### src/rtl/mpc_row_dot_rom_reader.sv
// -----------------------------------------------------------------------------
// mpc_row_dot_rom_reader
//
// Computes one signed dot product  result = sum_{i=0..N-1} rom[i] * x[i]
// by streaming both vectors out of two synchronous-read memories
// (one-cycle read latency) in lock step.
//
// Operation: IDLE -> READ (N cycles, one address per cycle) -> DRAIN (2 cycles
// while the last product is formed and accumulated) -> DONE (1 cycle, done=1)
// -> IDLE.  start is only looked at in IDLE.
//
// Ports
//   clk           in   clock, rising edge
//   reset         in   synchronous, active-high
//   start         in   request one dot product (sampled in IDLE only)
//   idle          out  high while in IDLE
//   done          out  one-cycle pulse when result is updated
//   result        out  AccWidth signed dot product, held until the next done
//   rom_address0  out  coefficient ROM read address
//   rom_ce0       out  coefficient ROM read enable
//   rom_q0        in   coefficient ROM data (valid the cycle after ce0)
//   x_address0    out  x-vector memory read address
//   x_ce0         out  x-vector memory read enable
//   x_q0          in   x-vector data (valid the cycle after ce0)
//   dbg_state     out  current FSM state (0 IDLE, 1 READ, 2 DRAIN, 3 DONE)
//
// Handshake: there is no back-pressure.  A start seen in IDLE launches exactly
// one operation; start at any other time is dropped.  done is asserted for
// exactly one cycle and result is valid from that cycle until the next done.
// -----------------------------------------------------------------------------
module mpc_row_dot_rom_reader #(
  parameter int DataWidth    = 17,
  parameter int AddressWidth = 3,
  parameter int AddressRange = 8,
  localparam int AccWidth    = 2 * DataWidth + AddressWidth
) (
  input  logic                    clk,
  input  logic                    reset,
  input  logic                    start,
  output logic                    idle,
  output logic                    done,
  output logic [AccWidth-1:0]     result,
  output logic [AddressWidth-1:0] rom_address0,
  output logic                    rom_ce0,
  input  logic [DataWidth-1:0]    rom_q0,
  output logic [AddressWidth-1:0] x_address0,
  output logic                    x_ce0,
  input  logic [DataWidth-1:0]    x_q0,
  output logic [1:0]              dbg_state
);

  localparam int ProdWidth = 2 * DataWidth;
  localparam logic [AddressWidth-1:0] LastAddr = AddressWidth'(AddressRange - 1);

  typedef enum logic [1:0] {
    S_IDLE  = 2'd0,
    S_READ  = 2'd1,
    S_DRAIN = 2'd2,
    S_DONE  = 2'd3
  } state_t;

  state_t                      state_q;
  logic [AddressWidth-1:0]     addr_q;
  logic                        ce_q;
  logic                        rd_v_q;    // memory data on *_q0 belongs to us this cycle
  logic                        drain_q;   // second DRAIN cycle
  logic                        done_q;
  logic signed [ProdWidth-1:0] prod_q;    // zero whenever no product is in flight
  logic signed [AccWidth-1:0]  acc_q;
  logic signed [AccWidth-1:0]  acc_d;
  logic [AccWidth-1:0]         result_q;
  logic signed [ProdWidth-1:0] prod_d;
  logic signed [AccWidth-1:0]  prod_ext;

  always_comb begin
    prod_d   = $signed(rom_q0) * $signed(x_q0);
    prod_ext = $signed({{AddressWidth{prod_q[ProdWidth-1]}}, prod_q});
    acc_d    = acc_q + prod_ext;
  end

  always_ff @(posedge clk) begin
    if (reset) begin
      state_q  <= S_IDLE;
      addr_q   <= '0;
      ce_q     <= 1'b0;
      rd_v_q   <= 1'b0;
      drain_q  <= 1'b0;
      done_q   <= 1'b0;
      prod_q   <= '0;
      acc_q    <= '0;
      result_q <= '0;
    end else begin
      // Datapath pipeline: issue -> sample/multiply -> accumulate.
      // Data arriving when no read was issued is replaced by a zero product.
      rd_v_q <= ce_q;
      prod_q <= rd_v_q ? prod_d : '0;
      acc_q  <= acc_d;
      done_q <= 1'b0;

      case (state_q)
        S_IDLE: begin
          if (start) begin
            state_q <= S_READ;
            ce_q    <= 1'b1;
            addr_q  <= '0;
            acc_q   <= '0;
          end
        end
        S_READ: begin
          if (addr_q == LastAddr) begin
            state_q <= S_DRAIN;
            ce_q    <= 1'b0;
            addr_q  <= '0;
            drain_q <= 1'b0;
          end else begin
            addr_q <= addr_q + 1'b1;
          end
        end
        S_DRAIN: begin
          if (drain_q) begin
            // The last product is in prod_q now; acc_d is the final sum.
            state_q  <= S_DONE;
            done_q   <= 1'b1;
            result_q <= acc_d;
          end else begin
            drain_q <= 1'b1;
          end
        end
        S_DONE: begin
          state_q <= S_IDLE;
        end
        default: begin
          state_q <= S_IDLE;
        end
      endcase
    end
  end

  assign idle         = (state_q == S_IDLE);
  assign done         = done_q;
  assign result       = result_q;
  assign rom_address0 = addr_q;
  assign x_address0   = addr_q;
  assign rom_ce0      = ce_q;
  assign x_ce0        = ce_q;
  assign dbg_state    = state_q;

endmodule

### config.mk
export PLATFORM = sky130hd
export DESIGN_NAME = mpc_row_dot_rom_reader
export DESIGN_NICKNAME = d
export VERILOG_FILES = /design/src/rtl/mpc_row_dot_rom_reader.sv
export SDC_FILE = /design/constraint.sdc
export NUM_CORES = 1
export LEC_CHECK = 0
export ABC_AREA = 1
export BUFFER_PORTS_ARGS = -buffer_cell sky130_fd_sc_hd__buf_2
export CAP_MARGIN = 10
export CELL_PAD_IN_SITES_DETAIL_PLACEMENT = 1
export CELL_PAD_IN_SITES_GLOBAL_PLACEMENT = 2
export CORE_AREA = 2 2 225 227
export CTS_CLUSTER_SIZE = 16
export DETAILED_ROUTE_END_ITERATION = 8
export DIE_AREA = 0 0 227 229
export GPL_ROUTABILITY_DRIVEN = 0
export PLACE_DENSITY_LB_ADDON = 0.3
export RECOVER_POWER = 25
export SLEW_MARGIN = 10
export SYNTH_ARGS = -nofsm -noshare
export SYNTH_HDL_FRONTEND = slang
export SYNTH_SLANG_ARGS = --single-unit
### constraint.sdc
create_clock -name clk -period 7.7 [get_ports clk]
set_clock_uncertainty 0.15 [all_clocks]
set_input_delay 0.77 -clock clk [delete_from_list [all_inputs] [get_ports clk]]
set_output_delay 0.77 -clock clk [all_outputs]
set_load 0.02 [all_outputs]
==> results.sh <==
export IMPL_busiest_layer="met2"
export IMPL_grt_pass1_vias=17394
export IMPL_setup_viol=0
export IMPL_yosys_area_share_simple_pct=22.2
export IMPL_coreArea_um2=49700
export IMPL_fin_crit_ns=6.40
export IMPL_postCtsSetupBuffers=0
export IMPL_h_tree_depth=4
export IMPL_post_cts_resize_count=0
export IMPL_ctsHoldBuffers=0
export IMPL_tightest_slew_ns=1.42
export IMPL_final_core_util_pct=39.8
export IMPL_die_height_um=229
export IMPL_antenna_cells=0
export IMPL_core_rowCount=82
export IMPL_synthMuxAreaShare_pct=0
export IMPL_cp_max_fo=17
export IMPL_critPathKind="in2reg"
export IMPL_syn_inst=2528
export IMPL_cap_violations=0
export IMPL_die_area_um2=52000
export IMPL_antenna_found_initial=0
export IMPL_synth_flop_cell="dfxtp_1"
export IMPL_num_vias=15381
export IMPL_async_reset_ff_share_pct=0
export IMPL_tns_ns=0
export IMPL_cts_root_buf="clkbuf_16"
export IMPL_max_slew_margin_rel_pct=5.44
export IMPL_max_stage_delay_ns=0.90
export IMPL_gr_usage_met1_pct=27.1
export IMPL_grt_max_degree=51
export IMPL_area_growth_pct=8.78
export IMPL_insertion_delay_ns=0.44
export IMPL_cts_tree="yes"
export IMPL_route_detailed_drc=0
export IMPL_start_util_pct=36.6
export IMPL_numCtsBuffers=17
export IMPL_drt_wirelength_per_cell_um=17.2
export IMPL_cp_required_ns=7.87
export IMPL_seq_area_frac_synth_pct=12.9
export IMPL_end_kind="flop"
export IMPL_wl_mm=55.7
export IMPL_rsz0062_at_grt="false"
export IMPL_synth_warnings=0
export IMPL_synth_xor_area_share_pct=1.25
export IMPL_drive_above_1_share_pct=5.62
export IMPL_grt_pass1_wl_mm=90.6
export IMPL_die_x_um=227
export IMPL_io_pins=86
export IMPL_worstPathArrival_ns=6.57
export IMPL_grtUsageTotal_pct=22.5
export IMPL_avgSynthCellArea_um2=7.19
export IMPL_synth_seq_cells=117
export IMPL_grt_overflow=0
export IMPL_use_met2_pct=41.7
export IMPL_drtIter0Drc=602
export IMPL_cp_slowest_cell="fa_1"
export IMPL_status="completed"
export IMPL_clockBufferDepth=2
export IMPL_ant_nets=0
export IMPL_gr_usage_met3_pct=1.92
export IMPL_synth_edf_count=0
export IMPL_cp_top_family="adder cells"
export IMPL_synth_cell_types=41
export IMPL_cpMostUsedCell="fa_1"
export IMPL_post_dp_hpwl_mm=47.4
export IMPL_crit_path_cell_trace="buf_2 -> nand2_1 -> inv_1 -> fa_1 -> fa_1 -> fa_1 -> fa_1 -> fa_1 -> inv_1 -> fa_1 -> inv_1 -> ha_1 -> nand2_1 -> nor2_1 -> inv_1 -> nor3_1 -> nand3_1 -> a21oi_1 -> nor2_1"
export IMPL_cts_sinks=117
export IMPL_timing_fmax_mhz=156
export IMPL_timing_critical_path_buf_inv=5
export IMPL_portBuffers=85
export IMPL_finalHoldViolations=0
export IMPL_viasPerCell=4.75
export IMPL_clkTransAtPathRegs_ns=0.06
export IMPL_final_net_count=3010
export IMPL_crit_path_start_kind="input port"
export IMPL_synth_nets=2988
export IMPL_synth_compound_area_share_pct=6.36
export IMPL_min_path_type="reg2reg"
export IMPL_drv_slew=0
export IMPL_netlist_area_um2=18200
export IMPL_drtPass1Iterations=5
export IMPL_fin_crit_sh_pct=83.1
export IMPL_synthAdderAreaFrac_pct=41.4
export IMPL_synth_top_family_by_area="adder cells"
## kinds of logic (layout without fill, tap and decap cells)
family,after synthesis,in the layout
buffers and inverters,764,799
adder cells (fa/ha/maj),423,423
AO/OA/AOI/OAI,203,203
flip-flops,117,117
XOR/XNOR,25,25
AND/OR/NAND/NOR,996,996
## final cells by class
| type | instances | area, µm² |
|---|---|---|
| flip-flops and latches | 117 | 2340 |
| repair buffers | 90 | 425 |
| well taps | 672 | 841 |
| fillers | 6357 | 29900 |
| multi-input cells | 1647 | 12900 |
| inverters | 677 | 2540 |
| clock inverters | 13 | 229 |
| clock buffers | 19 | 443 |
## through the flow
| step | setup WS, ns | cells | hold WS [ns] | cell area [µm²] |
|---|---|---|---|---|
| 2_1_floorplan | 1.42 | 2528 | 0.307 | 18200 |
| 3_3_place_gp | 1.02 | 3203 | 0.325 | 19100 |
| 3_5_place_dp | 0.845 | 3203 | 0.329 | 19100 |
| 4_1_cts | 1.29 | 3235 | 0.343 | 19800 |
| 5_1_grt | 0.996 | 3235 | 0.370 | 19800 |
| 6_report | 1.30 | 3235 | 0.330 | 19800 |
## Yosys cell counts (14+ instances only)
| library cell | number | share of area [%] |
|---|---|---|
| nand2_1 | 646 | 13 |
| nand4_1 | 17 | 0.59 |
| nand2_2 | 17 | 0.59 |
| dfxtp_1 | 117 | 13 |
| fa_1 | 297 | 33 |
| nand3_1 | 70 | 1.9 |
| o21bai_1 | 14 | 0.58 |
| clkbuf_1 | 79 | 1.6 |
| o21ai_0 | 47 | 1.3 |
| nor2_1 | 213 | 4.4 |
| inv_1 | 670 | 14 |
| a21oi_1 | 106 | 2.9 |
| ha_1 | 126 | 8.7 |
## layout by cell type, fill, tap and decap left out, types with 47 or more instances in the layout
master	n
nand2_1	645
fa_1	297
o21ai_0	47
inv_1	671
buf_2	55
a21oi_1	106
ha_1	126
nand3_1	70
dfxtp_1	117
nor2_1	213
## worst min-delay path, delay by kind of cell (launching register included)
| kind | cells | cell delay (ns) |
|---|---|---|
| flops | 1 | 0.33 |
| simple gates | 1 | 0.05 |
| buf+inv | 1 | 0.06 |
## registers in the layout, indices dropped and copies added (netlist names)
| register | cells |
|---|---|
| prod_q | 34 |
| dbg_state | 2 |
| rd_v_q | 1 |
| acc_q | 37 |
| rom_address0 | 3 |
| result | 37 |
| done | 1 |
| drain_q | 1 |
| rom_ce0 | 1 |
## routing by layer
layer	wire [µm]	part of all wire, %	vias up
li1	-	-	7383
met1	23900	43	7685
met2	28700	52	226
met3	1380	2.5	87
met4	1710	3.1	0
met5	0	0	-
## path summary, 6_finish.rpt
| check | slack [ns] | to | cells past startpoint | start |
|---|---|---|---|---|
| hold / removal | 0.33 | rd_v_q$_SDFF_PP0_ | 2 | rom_ce0$_SDFFE_PP0P_ |
| hold reg to reg | 0.33 | rd_v_q$_SDFF_PP0_ | 2 | rom_ce0$_SDFFE_PP0P_ |
| setup reg to reg | 4.82 | acc_q[26]$_SDFF_PP0_ | 11 | prod_q[0]$_SDFF_PP0_ |
| setup / recovery | 1.30 | prod_q[31]$_SDFF_PP0_ | 19 | x_q0[2] |
Power is not shown: default switching activity piles up to over one toggle a cycle in this logic, so the estimate is an artifact.
